### src/rtl/parking_pkg.sv
// parking_pkg: shared one-hot state encoding and defaults for the parking lot gate controllers
package parking_pkg;
  localparam int ST_N = 7;
  typedef enum logic [ST_N-1:0] {
    S_IDLE = 7'b000_0001,
    S_WAIT = 7'b000_0010,
    S_BAD  = 7'b000_0100,
    S_ALM  = 7'b000_1000,
    S_CAR  = 7'b001_0000,
    S_BLK  = 7'b010_0000,
    S_CLS  = 7'b100_0000
  } state_e;
  localparam logic [7:0] DEF_EXIT_CODE = 8'd72;
  localparam int DEF_MAX_TRIES = 3;
  function automatic logic [1:0] sat_inc2(input logic [1:0] v);
    return (v == 2'd3) ? v : v + 2'd1;
  endfunction
endpackage

### src/rtl/occupancy_counter.sv
// occupancy_counter: saturating up/down count of cars inside the lot with full/empty flags
module occupancy_counter #(
  parameter int CAPACITY = 16,
  parameter int CNT_W = 5
) (
  input  logic             clock,
  input  logic             reset,
  input  logic             inc,
  input  logic             dec,
  output logic [CNT_W-1:0] count,
  output logic             full,
  output logic             empty
);
  localparam logic [CNT_W-1:0] CAP = CNT_W'(CAPACITY);
  logic [CNT_W-1:0] count_q, count_d;
  // simultaneous inc and dec cancel; both directions clamp instead of wrapping
  always_comb begin
    count_d = (inc && !dec && count_q < CAP) ? count_q + CNT_W'(1) :
              (dec && !inc && count_q != '0) ? count_q - CNT_W'(1) : count_q;
  end
  // occupancy register, cleared asynchronously
  always_ff @(posedge clock or negedge reset) begin
    if (!reset) count_q <= '0;
    else        count_q <= count_d;
  end
  assign count = count_q;
  assign full  = (count_q == CAP);
  assign empty = (count_q == '0);
endmodule

### src/rtl/exit_controller_fsm.sv
// exit_controller_fsm: exit gate sequencing plus lot occupancy; EXIT_TIMEOUT_EN adds a code-entry timeout
module exit_controller_fsm
  import parking_pkg::*;
#(
  parameter int         CAPACITY  = 16,
  parameter int         CNT_W     = 5,
  parameter logic [7:0] EXIT_CODE = DEF_EXIT_CODE,
  parameter int         MAX_TRIES = DEF_MAX_TRIES
`ifdef EXIT_TIMEOUT_EN
  , parameter int       TIMEOUT_CYC = 256
`endif
) (
  input  logic             clock,
  input  logic             reset,
  input  logic             entry_done,
  input  logic             senr_e,
  input  logic             senr_x,
  input  logic             ent_code,
  input  logic [7:0]       code,
  output logic             gate_o,
  output logic             gate_cls,
  output logic             alm_code,
  output logic             alm_blkg,
  output logic [CNT_W-1:0] occupancy,
  output logic             lot_full,
  output logic             lot_empty
);
  localparam logic [1:0] MAX_T = 2'(MAX_TRIES);
  state_e     state_q, state_d;
  logic [1:0] tries_q, tries_d;
  logic       code_ok;
  assign code_ok = ent_code && (code == EXIT_CODE);
`ifdef EXIT_TIMEOUT_EN
  localparam int TMR_W = $clog2(TIMEOUT_CYC + 1);
  localparam logic [TMR_W-1:0] TMR_LOAD = TMR_W'(TIMEOUT_CYC);
  logic [TMR_W-1:0] tmr_q, tmr_d;
`endif
  // next-state and try counter; tries survive everything except reaching the open gate
  always_comb begin
    state_d = state_q;
    tries_d = tries_q;
`ifdef EXIT_TIMEOUT_EN
    tmr_d = tmr_q;
`endif
    case (state_q)
      S_IDLE: state_d = senr_e ? S_WAIT : S_IDLE;
      S_WAIT: begin
        if (ent_code) begin
          state_d = code_ok ? S_CAR : S_BAD;
          tries_d = code_ok ? 2'd0 : sat_inc2(tries_q);
        end
`ifdef EXIT_TIMEOUT_EN
        else if (tmr_q <= TMR_W'(1)) state_d = S_IDLE;
        tmr_d = ent_code ? TMR_LOAD : tmr_q - TMR_W'(1);
`endif
      end
      S_BAD: state_d = (tries_q == MAX_T) ? S_ALM : S_WAIT;
      S_ALM: begin
        state_d = code_ok ? S_CAR : S_ALM;
        tries_d = code_ok ? 2'd0 : tries_q;
      end
      S_CAR: state_d = (senr_e && senr_x) ? S_BLK : senr_x ? S_CLS : S_CAR;
      S_BLK: state_d = code_ok ? S_CLS : S_BLK;
      S_CLS: state_d = S_IDLE;
      default: state_d = S_IDLE;
    endcase
`ifdef EXIT_TIMEOUT_EN
    if (state_d == S_WAIT && state_q != S_WAIT) tmr_d = TMR_LOAD;
`endif
  end
  // state, tries and optional timer registers
  always_ff @(posedge clock or negedge reset) begin
    if (!reset) begin
      state_q <= S_IDLE;
      tries_q <= 2'd0;
`ifdef EXIT_TIMEOUT_EN
      tmr_q   <= '0;
`endif
    end else begin
      state_q <= state_d;
      tries_q <= tries_d;
`ifdef EXIT_TIMEOUT_EN
      tmr_q   <= tmr_d;
`endif
    end
  end
  assign gate_o   = (state_q == S_CAR) || (state_q == S_BLK);
  assign gate_cls = (state_q == S_CLS);
  assign alm_code = (state_q == S_ALM);
  assign alm_blkg = (state_q == S_BLK);
  occupancy_counter #(
    .CAPACITY(CAPACITY),
    .CNT_W   (CNT_W)
  ) u_occ (
    .clock(clock),
    .reset(reset),
    .inc  (entry_done),
    .dec  (gate_cls),
    .count(occupancy),
    .full (lot_full),
    .empty(lot_empty)
  );
endmodule
### config.mk
export PLATFORM = sky130hd
export DESIGN_NAME = exit_controller_fsm
export DESIGN_NICKNAME = d
export VERILOG_FILES = /design/src/rtl/parking_pkg.sv /design/src/rtl/occupancy_counter.sv /design/src/rtl/exit_controller_fsm.sv
export SDC_FILE = /design/constraint.sdc
export NUM_CORES = 1
export LEC_CHECK = 0
export ABC_CLOCK_PERIOD_IN_PS = 4300
export CAP_MARGIN = 20
export CORE_AREA = 2 2 46 48
export CTS_BUF_LIST = sky130_fd_sc_hd__clkbuf_4 sky130_fd_sc_hd__clkbuf_8
export CTS_CLUSTER_DIAMETER = 200
export DETAILED_ROUTE_END_ITERATION = 10
export DIE_AREA = 0 0 48 50
export HOLD_SLACK_MARGIN = 0.05
export PLACE_DENSITY = 0.9
export SLEW_MARGIN = 20
export SYNTH_ARGS = -nofsm -noshare
export SYNTH_HDL_FRONTEND = slang
export SYNTH_SLANG_ARGS = --single-unit
### constraint.sdc
create_clock -name clock -period 4.3 [get_ports clock]
set_clock_uncertainty 0.15 [all_clocks]
set_input_delay 1.075 -clock clock [delete_from_list [all_inputs] [get_ports clock]]
set_output_delay 1.075 -clock clock [all_outputs]
set_load 0.05 [all_outputs]
* After elaboration in Yosys (flattened, before gate mapping)
Cells that the tools add are included.
** Word-level totals
- Logic and storage cells :: 50
- Output and inout port bits :: 11
- Flip-flop bits (word level) :: 14
- Bits of input ports :: 14
** Operators by class
- Equal/unequal tests :: 13
- $lt $le $gt $ge :: 1
- $add $sub $neg :: 3
- Multiplexer cells :: 16
- Reductions and logical operators :: 14
** Operators with widths (count)
- 7-bit case mux with 6 select lines :: 1
- 7-bit two-way mux :: 4
- 5-bit two-way mux :: 4
- 2-bit two-way mux :: 5
- 8-bit by 7-bit equality test with 1-bit output (second input constant) :: 1
- 7-bit by 1-bit equality test with 1-bit output (second input constant) :: 1
- 7-bit by 2-bit equality test with 1-bit output (second input constant) :: 1
- 7-bit by 3-bit equality test with 1-bit output (second input constant) :: 1
- 7-bit by 4-bit equality test with 1-bit output (second input constant) :: 1
- 7-bit by 5-bit equality test with 1-bit output (second input constant) :: 1
- 7-bit by 6-bit equality test with 1-bit output (second input constant) :: 1
- 7-bit equality test (second input constant) :: 1
- 1-bit logical AND :: 6
- 5-bit by 1-bit adder with 5-bit output (second input constant) :: 1
- 5-bit equality test (second input constant) :: 1
- 5-bit logical NOT :: 1
- 5-bit < comparator (second input constant) :: 1
- 5-bit nonzero test :: 1
- 5-bit by 1-bit subtractor with 5-bit output (second input constant) :: 1
- 4-bit two-way mux :: 1
- 2-bit case mux with 2 select lines :: 1
- 4-bit AND reduction :: 1
- 2-bit nonzero test :: 2
- 3-bit inequality test (second input constant) :: 1
- 6 further kinds :: 7

* Depth between registers and ports, before layout
- Depth after elaboration :: 5
- Depth in mapped cells :: 10
- Depth with buffers taken out :: 10

* Hierarchy
A second synthesis with hierarchy kept.
** Second synthesis, totals
- Cell total of the unflattened synthesis :: 114
- Area, all modules :: 1031.0 µm²
** By module, submodules not included
- exit_controller_fsm :: area each 608.1 µm², cells each 67, instances 1
- occupancy_counter :: area each 422.9 µm², cells each 47, instances 1

* Worst setup path after synthesis
Ideal clock, no wire load.
- Path type :: flip-flop to output port
- Start point :: reg u_occ.count_q[1], in the netlist u_occ.count[1]
- End point :: out lot_empty
- Setup slack :: 1.301 ns
- Stages on the path, launching flop included :: 3
- Arrival time :: 1.774 ns
- Cells stage by stage :: dfrtp_1 > nor4_1 > nor2b_1
** On the way
- Word-level cells in the longest chain between the ends :: 1
** RTL lines
- start, declared :: RTL line occupancy_counter.sv:15 : logic [CNT_W-1:0] count_q, count_d;
- start signal, assigned :: RTL line occupancy_counter.sv:24 : else count_q <= count_d;
- 5-bit logical NOT :: RTL line occupancy_counter.sv:28 : assign empty = (count_q == '0);
- end, declared :: RTL line exit_controller_fsm.sv:26 : output logic lot_empty
Every way passes these cells.

* Final worst setup path
- Start point :: reg state_q[5]
- End point :: out alm_code
** On the way
- Word-level cells in the longest chain between the ends :: 1
** RTL lines
- start, declared :: RTL line exit_controller_fsm.sv:29 : state_e state_q, state_d;
- start signal, assigned :: RTL line exit_controller_fsm.sv:80 : state_q <= state_d;
- 7-bit by 4-bit equality test with 1-bit output :: RTL line exit_controller_fsm.sv:89 : assign alm_code = (state_q == S_ALM);
- end, declared :: RTL line exit_controller_fsm.sv:22 : output logic alm_code,
Every way passes these cells.

==> results.ini <==
[run_status]
status=finished, final reports clean

[placement]
numPortBuffers=24
placed_area_um2=1230
routabilityCongestion=0.877
hpwl_mm=1.62

[clocking]
hold_buffers=0
clk_pin_slew_ns=0.08
post_cts_resized=0
cts_buffer_depth=2
htreeDepth=1
tritoncts=done
numCtsBuffers=3
clockRootBuffer=clkbuf_4
post_cts_buffers=0
cts_sinks=14
clk_latency_ns=0.29

[critical_path]
critical_path_class=register to output pin
end_kind=output pin
crit_chain=or4_4 > nor3b_2 > clkdlybuf4s50_1
critical_path.top_delay_family=simple AND/OR/NAND/NOR gates
crit_path_top_delay_cell=clkdlybuf4s50_1
start_kind=register
worstPathRequired_ns=3.07
cp_num_buf_inv=1
max_stage_delay_ns=0.88
arrival_ns=2.54
crit_path_max_fanout=7

[cells_and_area]
drive_gt1_frac=0.0866
syn_to_final_growth_pct=31.3
final_area_um2=1260
fin_nets=147
diodes=0

[hold_path]
min_path_type=register to register

[power_and_ir_drop]
power.total_mw=0.682
max-vdd-ir-drop_uv=333
power.density_nw_per_um2=542
p_leak_nw=0.509

[timing]
fmax_mhz=266
period_share=0.875
rsz0062_at_grt=false
tightest_slew_ns=0.624
slew_headroom=0.582
fin_crit_ns=3.76
hold_viol_final=0
finalSetupTns_ns=0
slew_viol_final=0
setup_violations=0

[grt]
grt_pass1_vias=876
grt_first_pass_wirelength_mm=3.50
grt_overflow=0
grt_max_degree=15
grt_use_total=0.203
antenna_found_initial=0

[run]
drv_cap=0

[logic_synthesis]
yosysTopAreaCell=dfrtp_1
yosysMostFrequentCell=dfrtp_1
postSynthCellCount=100
ys_warn_count=0
synth-edff-count=0
synthDistinctLibCells=39
yosys-top-cells-count=dfrtp_1, inv_1, a21oi_1, nor2_1, nor2b_1
ys_ff_latch=14
yosysSeqAreaShare=0.367
ys.flop_type=dfrtp_1
async_flop_share=1.00
synth.top_cell.area_share=0.339
synthTopCellsByArea=dfrtp_1, ha_1, nor2b_1
synth_area_um2=958
syn_nets=119
syn_avg_cell_area_um2=9.58

[floorplanning]
die_h_um=50
dieArea_um2=2400
core_area_um2=1900
start_util=0.504
ios=25
row_count=16
die_w_um=48

[routing]
ant_nets=0
routedWlPerCell_um=13.1
first_iter_violations=11
drc_errors=0
finalWirelength_mm=2.01
dr.pass1.iters=4
viasPerCell=5.78
vias=890

flip-flops by register name, summed over array words and instances, names as in the netlist:
register     count
state_q          7
tries_q          2
u_occ.count      5
per-layer routing:
metal  vias up  wire [um]  track usage
met5         -          0            0
met4         0         25       0.0766
met3         4        105       0.0476
met2        35       1050        0.356
met1       417        830        0.224
li1        434          -            -
area by class of cell:
type                            instances  area (um^2)
Clock buffer                            4         30.0
Fill cell                             145          643
Inverter                                7         26.3
Multi-Input combinational cell         78          577
Sequential cell                        14          352
Tap cell                               27         33.8
Timing Repair Buffer                   24          240
per-stage QoR:
step	hold slack (ns)	worst slack, ns	instances	utilization
2_1_floorplan	0.320	1.30	100	-
4_1_cts	0.379	0.565	154	0.662
3_3_place_gp	0.332	0.908	150	0.646
6_report	0.379	0.539	154	0.662
5_1_grt	0.414	0.480	154	0.662
3_5_place_dp	0.355	0.888	150	0.646
kinds of logic (layout without fill, tap and decap cells):
group / count (synthesis) / count (layout) / share of synthesized area
simple gates: 41 / 41 / 0.269
compound gates: 26 / 26 / 0.198
flops: 14 / 14 / 0.367
buf+inv: 8 / 35 / 0.0313
fa+ha+maj: 5 / 5 / 0.0731
xor+xnor: 3 / 3 / 0.0274
mux: 3 / 3 / 0.0339
power by group:
part           internal, mW  total (mW)  leakage, nW  switching [mW]
clock network        0.0424      0.0868       0.0184          0.0444
registers             0.175       0.229        0.172          0.0536
logic                 0.160       0.367        0.319           0.207
path summary, 6_finish.rpt:
check	start	slack (ns)	to	cells after the start
max	state_q[5]	0.54	alm_code	3
min reg2reg	tries_q[1]	0.38	tries_q[1]	1
min	tries_q[1]	0.38	tries_q[1]	1
max reg2reg	state_q[0]	1.71	u_occ.count[4]	9
max in group asynchronous	reset	2.58	u_occ.count[1]	1
min in group asynchronous	reset	1.02	state_q[5]	1
placed cells by master, fill, tap and decap left out, drive strengths merged, types with 2 or more instances in the layout:
cell / instances
clkdlybuf4s50: 24
dfrtp: 13
inv: 7
nor2b: 6
nor2: 6
a21oi: 6
o21ai: 5
nand2b: 4
nand2: 4
ha: 4
clkbuf: 4
nor3: 3
a21o: 3
a32o: 3
xnor2: 3
nor3b: 2
nand4b: 2
nand3b: 2
nor4: 2
nor4b: 2
nand4: 2
mux2: 2
or4: 2
(Power assumes the default switching activity.)
